<file path="config.mk">
export PLATFORM = sky130hd
export DESIGN_NAME = led_scheduler
export DESIGN_NICKNAME = d
export VERILOG_FILES = /design/src/rtl/led_scheduler.sv
export SDC_FILE = /design/constraint.sdc
export NUM_CORES = 1
export LEC_CHECK = 0
export CORE_MARGIN = 3
export CORE_UTILIZATION = 59
export CTS_CLUSTER_SIZE = 24
export DETAILED_ROUTE_END_ITERATION = 8
export GPL_ROUTABILITY_DRIVEN = 0
export GPL_TIMING_DRIVEN = 0
export PLACE_DENSITY = 0.82
export SYNTH_ARGS = -nofsm -noshare
export SYNTH_HDL_FRONTEND = slang
export SYNTH_SLANG_ARGS = --single-unit
</file>
<file path="constraint.sdc">
create_clock -name clk -period 6.5 [get_ports clk]
set_clock_uncertainty 0.15 [all_clocks]
set_input_delay 0.65 -clock clk [delete_from_list [all_inputs] [get_ports clk]]
set_output_delay 0.65 -clock clk [all_outputs]
set_load 0.005 [all_outputs]
</file>
<file path="src/rtl/led_scheduler.sv">
// Round-robin owner of LED5/LED4/LED2 across four pattern requesters.
// Ports: clk, rst_n, req[3:0], pat[11:0] in; grant[3:0], busy, LED5/4/2 out.
// Optional macro LED_SCHED_BLINK_EN blinks the granted pattern by tick.
module led_scheduler #(
  parameter int TICK_DIV = 12000,
  parameter int DWELL    = 100
) (
  input  logic        clk,
  input  logic        rst_n,
  input  logic [3:0]  req,
  input  logic [11:0] pat,
  output logic [3:0]  grant,
  output logic        busy,
  output logic        LED5,
  output logic        LED4,
  output logic        LED2
);

  localparam int PW = $clog2(TICK_DIV);
  localparam int DW = $clog2(DWELL + 1);

  typedef enum logic [1:0] {
    IDLE  = 2'd0,
    GRANT = 2'd1,
    GAP   = 2'd2
  } state_t;

  state_t          state_q, state_d;
  logic [3:0]      grant_q, grant_d;
  logic            busy_q, busy_d;
  logic [2:0]      led_q, led_d;
  logic [1:0]      last_q, last_d;
  logic [PW-1:0]   presc_q, presc_d;
  logic [DW-1:0]   dwell_q, dwell_d;
`ifdef LED_SCHED_BLINK_EN
  logic [2:0]      pat_q, pat_d;
`endif

  logic            tick;
  logic            own;
  logic [DW-1:0]   dwell_nx;
  logic            win_found;
  logic [1:0]      win_idx;
  logic [1:0]      idx;
  logic [2:0]      win_pat;

  assign tick     = (presc_q == PW'(TICK_DIV - 1));
  assign own      = |(grant_q & req);
  assign dwell_nx = dwell_q + DW'(1);

  // Search begins one past the previous owner; k=4 wraps to last itself.
  always_comb begin
    win_found = 1'b0;
    win_idx   = last_q;
    idx       = last_q;
    for (int k = 1; k <= 4; k++) begin
      idx = last_q + 2'(k);
      if (!win_found && req[idx]) begin
        win_found = 1'b1;
        win_idx   = idx;
      end
    end
  end

  always_comb begin
    win_pat = pat[2:0];
    unique case (win_idx)
      2'd0: win_pat = pat[2:0];
      2'd1: win_pat = pat[5:3];
      2'd2: win_pat = pat[8:6];
      2'd3: win_pat = pat[11:9];
    endcase
  end

  always_comb begin
    state_d = state_q;
    grant_d = grant_q;
    led_d   = led_q;
    last_d  = last_q;
    presc_d = tick ? '0 : presc_q + PW'(1);
    dwell_d = dwell_q;
`ifdef LED_SCHED_BLINK_EN
    pat_d   = pat_q;
`endif
    unique case (state_q)
      IDLE: begin
        presc_d = '0;
        if (win_found) begin
          state_d = GRANT;
          grant_d = 4'b0001 << win_idx;
          last_d  = win_idx;
          led_d   = win_pat;
          dwell_d = '0;
`ifdef LED_SCHED_BLINK_EN
          pat_d   = win_pat;
`endif
        end
      end
      GRANT: begin
        // Owner drop and dwell expiry share one exit into GAP.
        if (!own || (tick && dwell_nx == DW'(DWELL))) begin
          state_d = GAP;
          grant_d = '0;
          led_d   = '0;
          presc_d = '0;
          dwell_d = '0;
        end else if (tick) begin
          dwell_d = dwell_nx;
`ifdef LED_SCHED_BLINK_EN
          led_d   = dwell_nx[0] ? 3'b000 : pat_q;
`endif
        end
      end
      GAP: begin
        if (tick) begin
          presc_d = '0;
          if (win_found) begin
            state_d = GRANT;
            grant_d = 4'b0001 << win_idx;
            last_d  = win_idx;
            led_d   = win_pat;
            dwell_d = '0;
`ifdef LED_SCHED_BLINK_EN
            pat_d   = win_pat;
`endif
          end else begin
            state_d = IDLE;
          end
        end
      end
      default: begin
        state_d = IDLE;
        grant_d = '0;
        led_d   = '0;
        presc_d = '0;
        dwell_d = '0;
      end
    endcase
    busy_d = (state_d != IDLE);
  end

  always_ff @(posedge clk or negedge rst_n) begin
    if (!rst_n) begin
      state_q <= IDLE;
      grant_q <= '0;
      busy_q  <= 1'b0;
      led_q   <= '0;
      last_q  <= 2'd3;
      presc_q <= '0;
      dwell_q <= '0;
    end else begin
      state_q <= state_d;
      grant_q <= grant_d;
      busy_q  <= busy_d;
      led_q   <= led_d;
      last_q  <= last_d;
      presc_q <= presc_d;
      dwell_q <= dwell_d;
    end
  end

`ifdef LED_SCHED_BLINK_EN
  always_ff @(posedge clk or negedge rst_n) begin
    if (!rst_n) pat_q <= '0;
    else        pat_q <= pat_d;
  end
`endif

  assign grant = grant_q;
  assign busy  = busy_q;
  assign LED5  = led_q[2];
  assign LED4  = led_q[1];
  assign LED2  = led_q[0];

endmodule
</file>
==> results.sh <==
export IMPL_status="complete, no violations"
export IMPL_diodes=0
export IMPL_clk_pin_slew_ns=0.10
export IMPL_final_antenna_net_count=0
export IMPL_path_max_fanout=7
export IMPL_coreArea_um2=3130
export IMPL_overflow=0
export IMPL_critPathLaunchType="flop"
export IMPL_clock_sinks=33
export IMPL_min_delay_start="presc_q[0]"
export IMPL_die_x_um=64.0
export IMPL_critPathMaxStageDelay_ns=0.44
export IMPL_via_count=1693
export IMPL_slew_violations=0
export IMPL_ir_drop_mv=0.117
export IMPL_rr_endpoint="grant[1]"
export IMPL_hold_class="reg2reg"
export IMPL_powerDensity_nw_per_um2=148
export IMPL_dr_first_iter_drc_count=89
export IMPL_worstHoldEndpoint="presc_q[0]"
export IMPL_ys_seq_elements=33
export IMPL_synth_edff_count=0
export IMPL_clk_latency_ns=0.33
export IMPL_crit_start="presc_q[0]"
export IMPL_finalHoldViolations=0
export IMPL_dieArea_um2=4100
export IMPL_final_core_util_pct=75.8
export IMPL_row_count=20
export IMPL_avgViaCountPerCell=5.98
export IMPL_synth_compound_area_share_pct=20.8
export IMPL_grt_pass1_wl_um=7680
export IMPL_cp_slowest_cell="o31ai_4"
export IMPL_wl_per_cell_um=15.4
export IMPL_pin_count=26
export IMPL_grt_antenna_before_repair=0
export IMPL_clock_path_buffers=2
export IMPL_hold_depth=1
export IMPL_max_freq_ghz=0.394
export IMPL_numCtsBuffers=5
export IMPL_crit_type="reg2reg"
export IMPL_grt_pass1_vias=1657
export IMPL_synth_mux_area_share_pct=3.59
export IMPL_reg2reg_depth=7
export IMPL_port_buffers=25
export IMPL_fin_crit_ns=2.54
export IMPL_syn_num_nets=231
export IMPL_synthAdderAreaFrac_pct=4.41
export IMPL_syn_area_per_cell_um2=9.63
export IMPL_crit_required_ns=6.57
export IMPL_routed_wirelength_um=4370
export IMPL_ys_warn_count=0
export IMPL_root_buffer="clkbuf_4"
export IMPL_fin_nets=264
export IMPL_post_cts_resized=0
export IMPL_ys_async_sr_fraction_pct=100
export IMPL_synth_top_family_by_area="simple AND/OR/NAND/NOR gates"
export IMPL_area_growth_pct=19.5
export IMPL_rsz0062_at_grt="false"
export IMPL_r2r_slack_ns=3.96
export IMPL_maxCapViolCount=0
export IMPL_cp_cell_sequence="ha_1, nand4_1, nor2_2, nand2_2, o31ai_4, nand3_4, a32o_1"
export IMPL_leakage_uw=0.00104
export IMPL_die_h_um=64.0
export IMPL_ys_flop_type="dfrtp_1"
export IMPL_setup_violations=0
export IMPL_drive_gt1_share_pct=11.3
export IMPL_htreeDepth=2
export IMPL_worst_pin_slew_ns=0.806
export IMPL_period_share_pct=39.0
export IMPL_drc=0
export IMPL_fin_tns_setup_ns=0
export IMPL_holdBufCountCts=0
export IMPL_start_util_pct=63.4
export IMPL_cts_tree="yes"
export IMPL_cts_setup_buffers=0
export IMPL_ys_types=53
export IMPL_synthCells=206
export IMPL_cp_end_kind="flop"
export IMPL_synthSimpleGateAreaFrac_pct=22.2
export IMPL_hpwl_um=3260
export IMPL_final_area_um2=2370
export IMPL_synth_area_um2=1980
export IMPL_grt_util_all_layers_pct=24.0
export IMPL_grt_max_degree=19
export IMPL_drt_pass1_iter_count=4
export IMPL_place_area_um2=2320
export IMPL_arrival_ns=2.61
export IMPL_slew_headroom_pct=46.1
export IMPL_timing_rr_start="presc_q[0]"
export IMPL_ys_seq_area_share_pct=41.7
export IMPL_synth_xor_xnor_area_share_pct=4.85
cells in the final DEF, fill, tap and decap left out, types with 2 or more instances in the layout:
cell,netlist,final
a21oi_1,9,9
a22o_1,3,3
a32o_1,7,7
and3_1,3,3
buf_2,2,2
clkbuf_1,1,2
clkbuf_4,0,5
clkdlybuf4s50_1,0,25
dfrtp_1,31,31
dfstp_2,2,2
ha_1,7,7
inv_1,8,8
mux2i_1,6,6
nand2_1,29,29
nand2_2,2,2
nand2b_1,4,4
nand3_1,7,7
nand4_1,3,3
nor2_1,19,19
nor3_1,3,3
o211ai_1,2,2
o21a_1,3,3
o21ai_0,4,4
o21ai_1,9,9
o21bai_1,2,2
or3_1,2,2
xnor2_1,5,5
xor2_1,6,6
layer usage:
layer / vias up / global-route usage [%] / routed length, µm
met2: 59 / 40.3 / 2210
li1: 809 / - / -
met5: - / 0 / 0
met4: 0 / 8.36 / 46
met3: 8 / 5.27 / 216
met1: 817 / 30.2 / 1890
report_power, final:
group,total (µW),switching (µW),internal (µW)
Combinational,28.9,13.8,15.1
Sequential,205,0,205
Clock,116,65.1,51.0
worst max-delay path: cells and delay by family, from the launching register on:
kind	cells	cell delay (ns)
compound gates	2	0.70
fa+ha+maj	1	0.22
flops	1	0.41
simple gates	4	0.95
flip-flops by register name, summed over array words and instances (netlist names):
register,count
busy,1
dwell_q,7
grant,4
last_q,2
led_q,3
presc_q,14
state_q,2
Yosys cell counts, types with 2 or more instances:
| cell | count | area, µm² |
|---|---|---|
| dfrtp_1 | 31 | 776 |
| nand2_1 | 29 | 109 |
| nor2_1 | 19 | 71.3 |
| a21oi_1 | 9 | 45.0 |
| o21ai_1 | 9 | 45.0 |
| inv_1 | 8 | 30.0 |
| a32o_1 | 7 | 70.1 |
| ha_1 | 7 | 87.6 |
| nand3_1 | 7 | 35.0 |
| mux2i_1 | 6 | 60.1 |
| xor2_1 | 6 | 52.6 |
| xnor2_1 | 5 | 43.8 |
| nand2b_1 | 4 | 25.0 |
| o21ai_0 | 4 | 20.0 |
| a22o_1 | 3 | 26.3 |
| and3_1 | 3 | 18.8 |
| nand4_1 | 3 | 18.8 |
| nor3_1 | 3 | 15.0 |
| o21a_1 | 3 | 22.5 |
| buf_2 | 2 | 10.0 |
| dfstp_2 | 2 | 52.6 |
| nand2_2 | 2 | 12.5 |
| o211ai_1 | 2 | 15.0 |
| o21bai_1 | 2 | 15.0 |
| or3_1 | 2 | 12.5 |
worst max path at each step:
stage                             to  cells after the start
after floorplan             grant[0]                      7
after global placement      led_q[2]                      8
after detailed placement    led_q[0]                      8
after CTS                   grant[1]                      7
after global routing      dwell_q[4]                      7
final                       grant[1]                      7
cell families after synthesis:
kind of cell | count (synthesis)
DFF | 33
and+or+nand+nor | 83
adders and majority gates | 7
buffers and inverters | 12
muxes | 7
xor gates and xnor gates | 11
AOI/OAI and AO/OA | 53
cell type report:
cell class	instances	area [µm²]
multi-input combinational	161	1110
sequential	33	828
fill	211	756
timing repair buffer	26	278
clock buffer	7	55.1
tap	44	55.1
inverter	8	30.0
buffer	4	17.5
per-stage QoR:
stage          std cells  total power (µW)  hold slack (ns)  setup slack, ns
3_3_place_gp         275               235            0.322             3.74
6_report             283               350            0.351             3.96
3_5_place_dp         276               238            0.335             3.67
2_1_floorplan        206               218            0.204             4.32
5_1_grt              283               369            0.384             3.76
4_1_cts              283               353            0.349             3.94
No activity file was read; power rests on OpenSTA's default activity.
